File: config.mk
export PLATFORM = sky130hd
export DESIGN_NAME = seg_scan_display
export DESIGN_NICKNAME = d
export VERILOG_FILES = /design/src/rtl/seg_scan_display.sv
export SDC_FILE = /design/constraint.sdc
export NUM_CORES = 1
export LEC_CHECK = 0
export ABC_AREA = 1
export ABC_CLOCK_PERIOD_IN_PS = 2100
export CAP_MARGIN = 5
export CORE_MARGIN = 4
export CORE_UTILIZATION = 58
export DETAILED_ROUTE_END_ITERATION = 12
export DONT_BUFFER_PORTS = 1
export PLACE_DENSITY = 0.77
export REMOVE_ABC_BUFFERS = 1
export SLEW_MARGIN = 25
export SYNTH_ARGS = -nofsm -noshare
export SYNTH_HDL_FRONTEND = slang
export SYNTH_SLANG_ARGS = --single-unit
File: constraint.sdc
create_clock -name clk -period 2.1 [get_ports clk]
set_input_delay 0.315 -clock clk [delete_from_list [all_inputs] [get_ports clk]]
set_output_delay 0.315 -clock clk [all_outputs]
set_load 0.02 [all_outputs]
File: src/rtl/seg_scan_display.sv
// seg_scan_display: multiplexed 4-digit 7-segment scanner.
//
// Scans units / tens / hundreds / mode digits one at a time at the rate of the
// external segclk strobe. segclk is sampled as data (2-flop sync and edge
// detect) and never used as a clock. The three BCD digits and the show_high
// select are snapshotted once per frame on the 3->0 index wrap, so the digits
// in a frame always come from one source and one instant.
//
// Parameters:
//   BLINK_BIT  frame-counter bit that gates lose blinking (0..7)
// Optional build macro:
//   SEG_LEADING_ZERO_BLANK_EN  blank leading-zero hundreds/tens digits
// Ports:
//   clk                        system clock, rising edge
//   clr                        asynchronous active-low reset
//   segclk                     scan-rate strobe (data, not a clock)
//   sec_u/sec_t/sec_h          current-time BCD digits
//   h_sec_u/h_sec_t/h_sec_h    high-score BCD digits
//   lose_flag/win_flag         game status (lose blinks, win lights units dp)
//   show_high                  1 selects the high score source
//   an                         active-low anodes {mode, hundreds, tens, units}
//   seg                        active-low segments {dp,g,f,e,d,c,b,a}
module seg_scan_display #(
  parameter int unsigned BLINK_BIT = 6
) (
  input  logic       clk,
  input  logic       clr,
  input  logic       segclk,
  input  logic [3:0] sec_u,
  input  logic [3:0] sec_t,
  input  logic [3:0] sec_h,
  input  logic [3:0] h_sec_u,
  input  logic [3:0] h_sec_t,
  input  logic [3:0] h_sec_h,
  input  logic       lose_flag,
  input  logic       win_flag,
  input  logic       show_high,
  output logic [3:0] an,
  output logic [7:0] seg
);

  function automatic logic [7:0] seg_encode(input logic [3:0] digit);
    logic [7:0] glyph;
    case (digit)
      4'd0:    glyph = 8'hC0;
      4'd1:    glyph = 8'hF9;
      4'd2:    glyph = 8'hA4;
      4'd3:    glyph = 8'hB0;
      4'd4:    glyph = 8'h99;
      4'd5:    glyph = 8'h92;
      4'd6:    glyph = 8'h82;
      4'd7:    glyph = 8'hF8;
      4'd8:    glyph = 8'h80;
      4'd9:    glyph = 8'h90;
      default: glyph = 8'hBF;  // non-BCD shows '-'
    endcase
    return glyph;
  endfunction

  logic [1:0] sync_q;
  logic       sync_prev_q;
  logic       tick;

  logic [1:0] idx_q, idx_d;
  logic       show_q, show_d;
  logic [3:0] units_q, units_d, tens_q, tens_d, hund_q, hund_d;
  logic [7:0] frame_q, frame_d;
  logic [3:0] an_q, an_d;
  logic [7:0] seg_q, seg_d;

  logic       blank_tens, blank_hund;
  logic [3:0] an_sel;
  logic [7:0] glyph;

  assign tick = sync_q[1] & ~sync_prev_q;

  // Index, per-frame snapshot and frame counter.
  always_comb begin
    idx_d   = idx_q;
    show_d  = show_q;
    units_d = units_q;
    tens_d  = tens_q;
    hund_d  = hund_q;
    frame_d = frame_q;
    if (tick) begin
      idx_d = idx_q + 2'd1;
      if (idx_q == 2'd3) begin
        show_d  = show_high;
        units_d = show_high ? h_sec_u : sec_u;
        tens_d  = show_high ? h_sec_t : sec_t;
        hund_d  = show_high ? h_sec_h : sec_h;
        frame_d = frame_q + 8'd1;
      end
    end
  end

`ifdef SEG_LEADING_ZERO_BLANK_EN
  // Only a true zero blanks; a '-' digit counts as significant.
  assign blank_hund = (hund_d == 4'd0);
  assign blank_tens = blank_hund && (tens_d == 4'd0);
`else
  assign blank_hund = 1'b0;
  assign blank_tens = 1'b0;
`endif

  // Outputs are registered from the new index and new snapshot, so the digit
  // shown on a wrap tick already belongs to the new frame.
  always_comb begin
    an_d   = an_q;
    seg_d  = seg_q;
    an_sel = 4'hF;
    glyph  = 8'hFF;
    if (tick) begin
      unique case (idx_d)
        2'd0: begin
          an_sel = 4'b1110;
          glyph  = seg_encode(units_d);
          if (win_flag) glyph[7] = 1'b0;
        end
        2'd1: begin
          an_sel = 4'b1101;
          glyph  = blank_tens ? 8'hFF : seg_encode(tens_d);
        end
        2'd2: begin
          an_sel = 4'b1011;
          glyph  = blank_hund ? 8'hFF : seg_encode(hund_d);
        end
        2'd3: begin
          an_sel = 4'b0111;
          glyph  = show_d ? 8'h89 : 8'hFF;
        end
      endcase
      // Lose blanking overrides everything, including the win dp.
      if (lose_flag && frame_d[BLINK_BIT[2:0]]) begin
        an_d  = 4'hF;
        seg_d = 8'hFF;
      end else begin
        an_d  = an_sel;
        seg_d = glyph;
      end
    end
  end

  always_ff @(posedge clk or negedge clr) begin
    if (!clr) begin
      sync_q      <= 2'b00;
      sync_prev_q <= 1'b0;
      idx_q       <= 2'd0;
      show_q      <= 1'b0;
      units_q     <= 4'd0;
      tens_q      <= 4'd0;
      hund_q      <= 4'd0;
      frame_q     <= 8'd0;
      an_q        <= 4'hF;
      seg_q       <= 8'hFF;
    end else begin
      sync_q      <= {sync_q[0], segclk};
      sync_prev_q <= sync_q[1];
      idx_q       <= idx_d;
      show_q      <= show_d;
      units_q     <= units_d;
      tens_q      <= tens_d;
      hund_q      <= hund_d;
      frame_q     <= frame_d;
      an_q        <= an_d;
      seg_q       <= seg_d;
    end
  end

  assign an  = an_q;
  assign seg = seg_q;

endmodule
==> impl_metrics.csv <==
group,metric,value,unit
synthesis,syn_inst,367,
clock_tree,numClockSinks,37,
finish,num_antenna_cells,0,
finish,final_nets,440,
run,timing.max_cap.violations,0,
timing,timing.final.max_slew_violations,0,
critical_path,rr_endpoint,"seg[5]",
synthesis,count_of_different_cell_masters_after_synthesis,33,
critical_path,setup.reg_to_reg.worst_slack,120,ps
grt,global_route.usage.total,19.9,%
floorplan,die_width,76.2,µm
synthesis,synth_top_cell_by_area,"sky130_fd_sc_hd__dfrtp_1",
grt,grt_antenna_before_repair,0,
grt,global_route_wire_length_before_repair,9600,µm
clock_tree,ctsRootBufferMaster,"sky130_fd_sc_hd__clkbuf_8",
synthesis,yosys.area.top_type_share,23.2,%
timing,fin_crit_sh,94.5,%
synthesis,postSynth.asyncResetShare,100,%
floorplan,floorplan.die.height,76.2,µm
grt,grt_overflow_total,0,
clock_tree,clk_latency,290,ps
synthesis,ys_dominant_reg_cell,"sky130_fd_sc_hd__dfrtp_1",
finish,nFillCells,361,
timing,setup_viol_count_final,0,
timing,layout_setup_ws,115,ps
placement,dp_wirelength,4210,µm
critical_path,reg2reg_from,"idx_q[1]",
route,drtAntennaViolNets,0,
run_status,outcome,"finished, final reports clean",
timing,slew_headroom,81.0,%
floorplan,design.core.area,0.00441,mm²
placement,port_buffers,0,
synthesis,cell_with_the_most_instances_after_synthesis,"sky130_fd_sc_hd__nand2_1",
synthesis,post_synth.cell_area_avg,7.34,µm²
timing,min_period,1980,ps
worst_hold_path,hold-path-cell-count,0,
power_and_ir_drop,max-vdd-ir-drop,0.666,mV
critical_path,crit_path_end_kind,"flip-flop",
power_and_ir_drop,power_leakage,1.65,nW
timing,skew,6.05,ps
finish,post_route_cells_drive_above_1_share,26.5,%
critical_path,path_class,"flip-flop to flip-flop",
finish,final-instance-count-excl-fill,444,
critical_path,cp.arrival,2210,ps
floorplan,die_area,0.00580,mm²
placement,gp_routability_congestion,0.850,
synthesis,synth_edf_count,0,
route,finalWirelength,5580,µm
worst_hold_path,worst_hold_start,"segclk",
route,per_cell_routed_wire_length,12.6,µm
worst_hold_path,whs_endpoint,"sync_q[0]",
route,first_pass_iters,4,
route,routed_via_density,4.96,
route,vias,2203,
synthesis,ys_top_cells_by_count,"sky130_fd_sc_hd__nand2_1 (125), sky130_fd_sc_hd__inv_1 (46), sky130_fd_sc_hd__nand3_1 (30)",
floorplan,design.portCount,42,
placement,dp.cells,423,
timing,worstMarginPinSlew,284,ps
timing,final_hold_viol_count,0,
finish,synthToLayoutAreaGrowth,13.1,%
critical_path,reg2regPathDepth,13,
worst_hold_path,hold_class,"primary input to flip-flop",
synthesis,number_of_warnings_issued_by_yosys,0,
critical_path,crit_path_max_fanout,12,
route,drt-initial-drc-count,95,
critical_path,timing.critical_path.from_type,"flip-flop",
placement,dp_worst_setup_slack,-80.6,ps
clock_tree,ctsLongestPathBuffers,2,
timing,fmax,0.504,GHz
floorplan,placementRows,24,
clock_tree,cts-buffers-inserted,5,
grt,grt_max_degree,38,
floorplan,initial_utilization,61.0,%
route,remaining_drc_errors,0,
synthesis,ys_seq_area_share,34.9,%
synthesis,netlist_area,0.00269,mm²
clock_tree,cts_tree,"built",
synthesis,ys_ff_latch,37,
clock_tree,h-tree-depth,2,
grt,first_global_vias,2057,
synthesis,post_synth_main_area_contributors,"sky130_fd_sc_hd__dfrtp_1 (23%), sky130_fd_sc_hd__nand2_1 (17%), sky130_fd_sc_hd__dfstp_2 (12%)",
critical_path,critPathRequiredTime,2330,ps
clock_tree,cts.clk_slew.worst_paths,70,ps
timing,unrepaired_setup_endpoints_after_global_routing,"yes",
power_and_ir_drop,powerDensity,1270,mW/mm²
report_power, final:
group | switching, mW | leakage (nW) | total [mW] | internal [mW]
Clock | 0.254 | 0.0566 | 0.593 | 0.339
Combinational | 1.22 | 1.16 | 1.98 | 0.758
Sequential | 0.274 | 0.430 | 1.31 | 1.04
worst max-delay path: stages, from the launching register on:
cell	delay, ps
sky130_fd_sc_hd__dfrtp_1	390
sky130_fd_sc_hd__ha_4	160
sky130_fd_sc_hd__nand3_4	160
sky130_fd_sc_hd__nand2_1	120
sky130_fd_sc_hd__nand2_2	90
sky130_fd_sc_hd__buf_4	150
sky130_fd_sc_hd__ha_1	180
sky130_fd_sc_hd__nand3b_1	180
sky130_fd_sc_hd__nand2_1	90
sky130_fd_sc_hd__nand2_1	60
sky130_fd_sc_hd__nand2_1	70
sky130_fd_sc_hd__nand3_1	100
sky130_fd_sc_hd__nor2_1	120
sky130_fd_sc_hd__nor2_1	50
routing by layer:
metal	up-vias	track usage, %	wire length, µm
met5	-	0	0
met4	0	5.24	64
met3	7	4.02	278
met2	59	31.3	2650
met1	975	28.0	2580
li1	1162	-	-
metrics by stage:
stage	TNS [ps]	instance area [µm²]	hold WS (ps)	utilization [%]	power, mW
final	0	3050	46.5	69.0	3.89
after global routing	-104	3050	28.7	69.0	4.25
after CTS	0	2940	38.2	66.6	3.76
after detailed placement	-138	2790	20.7	63.1	3.12
after global placement	-73.4	2790	20.6	63.1	3.09
after floorplan	-366	2640	19.4	-	2.71
worst max-delay path by stage:
stage | end | startpoint | cells past startpoint | slack, ps
4_1_cts | seg[1] | idx_q[0] | 15 | 20
3_5_place_dp | seg[1] | idx_q[0] | 14 | -80
5_1_grt | seg[1] | idx_q[1] | 15 | -40
2_1_floorplan | seg[0] | idx_q[0] | 13 | -100
6_report | seg[5] | idx_q[1] | 13 | 120
3_3_place_gp | seg[1] | idx_q[0] | 14 | -70
timing repair:
item	in CTS	in global routing
hold buffers	2	0
endpoints found under the hold margin	37	0
endpoints found under the setup margin	5	7
setup buffers	0	11
gates resized for setup	2	11
pin swaps	0	7
area by class of cell:
type                            count  area [µm²]  share of cell area, %
Timing Repair Buffer               24         199                   6.53
Multi-Input combinational cell    266        1510                   49.6
Sequential cell                    37         941                   30.9
Clock buffer                        8         111                   3.65
Tap cell                           52        65.1                   2.13
Inverter                           57         219                   7.18
state kept, by name, summed over array words and instances (netlist names):
signal / cells
hund_q: 4
show_q: 1
sync_prev_q: 1
seg: 8
idx_q: 2
tens_q: 4
units_q: 4
frame_q: 7
sync_q: 2
an: 4
cells by family (layout without fill, tap and decap cells):
kind of cell               count (synthesis)  count (layout)  share of synthesized area, %
AOI/OAI and AO/OA                         19              19                          5.43
and+or+nand+nor                          223             223                          39.0
adders and majority gates                 19              19                          8.82
buffers and inverters                     64              89                          10.2
DFF                                       37              37                          34.9
xor gates and xnor gates                   5               5                          1.63
cells in the final DEF (no fill, tap or decap), drive strengths merged:
master / Yosys / routed
o211ai: 1 / 1
nand3: 32 / 32
clkbuf: 1 / 8
nand2: 153 / 153
inv: 57 / 57
nand4: 3 / 3
nand3b: 2 / 2
dfstp: 12 / 12
nor3: 1 / 1
nor2: 31 / 31
buf: 6 / 23
xnor2: 2 / 2
a21oi: 7 / 7
xor2: 3 / 3
dlygate4sd3: 0 / 1
o21ai: 8 / 8
ha: 19 / 19
or2: 1 / 1
dfrtp: 25 / 25
a31oi: 3 / 3
No activity file was read; power rests on OpenSTA's default activity.
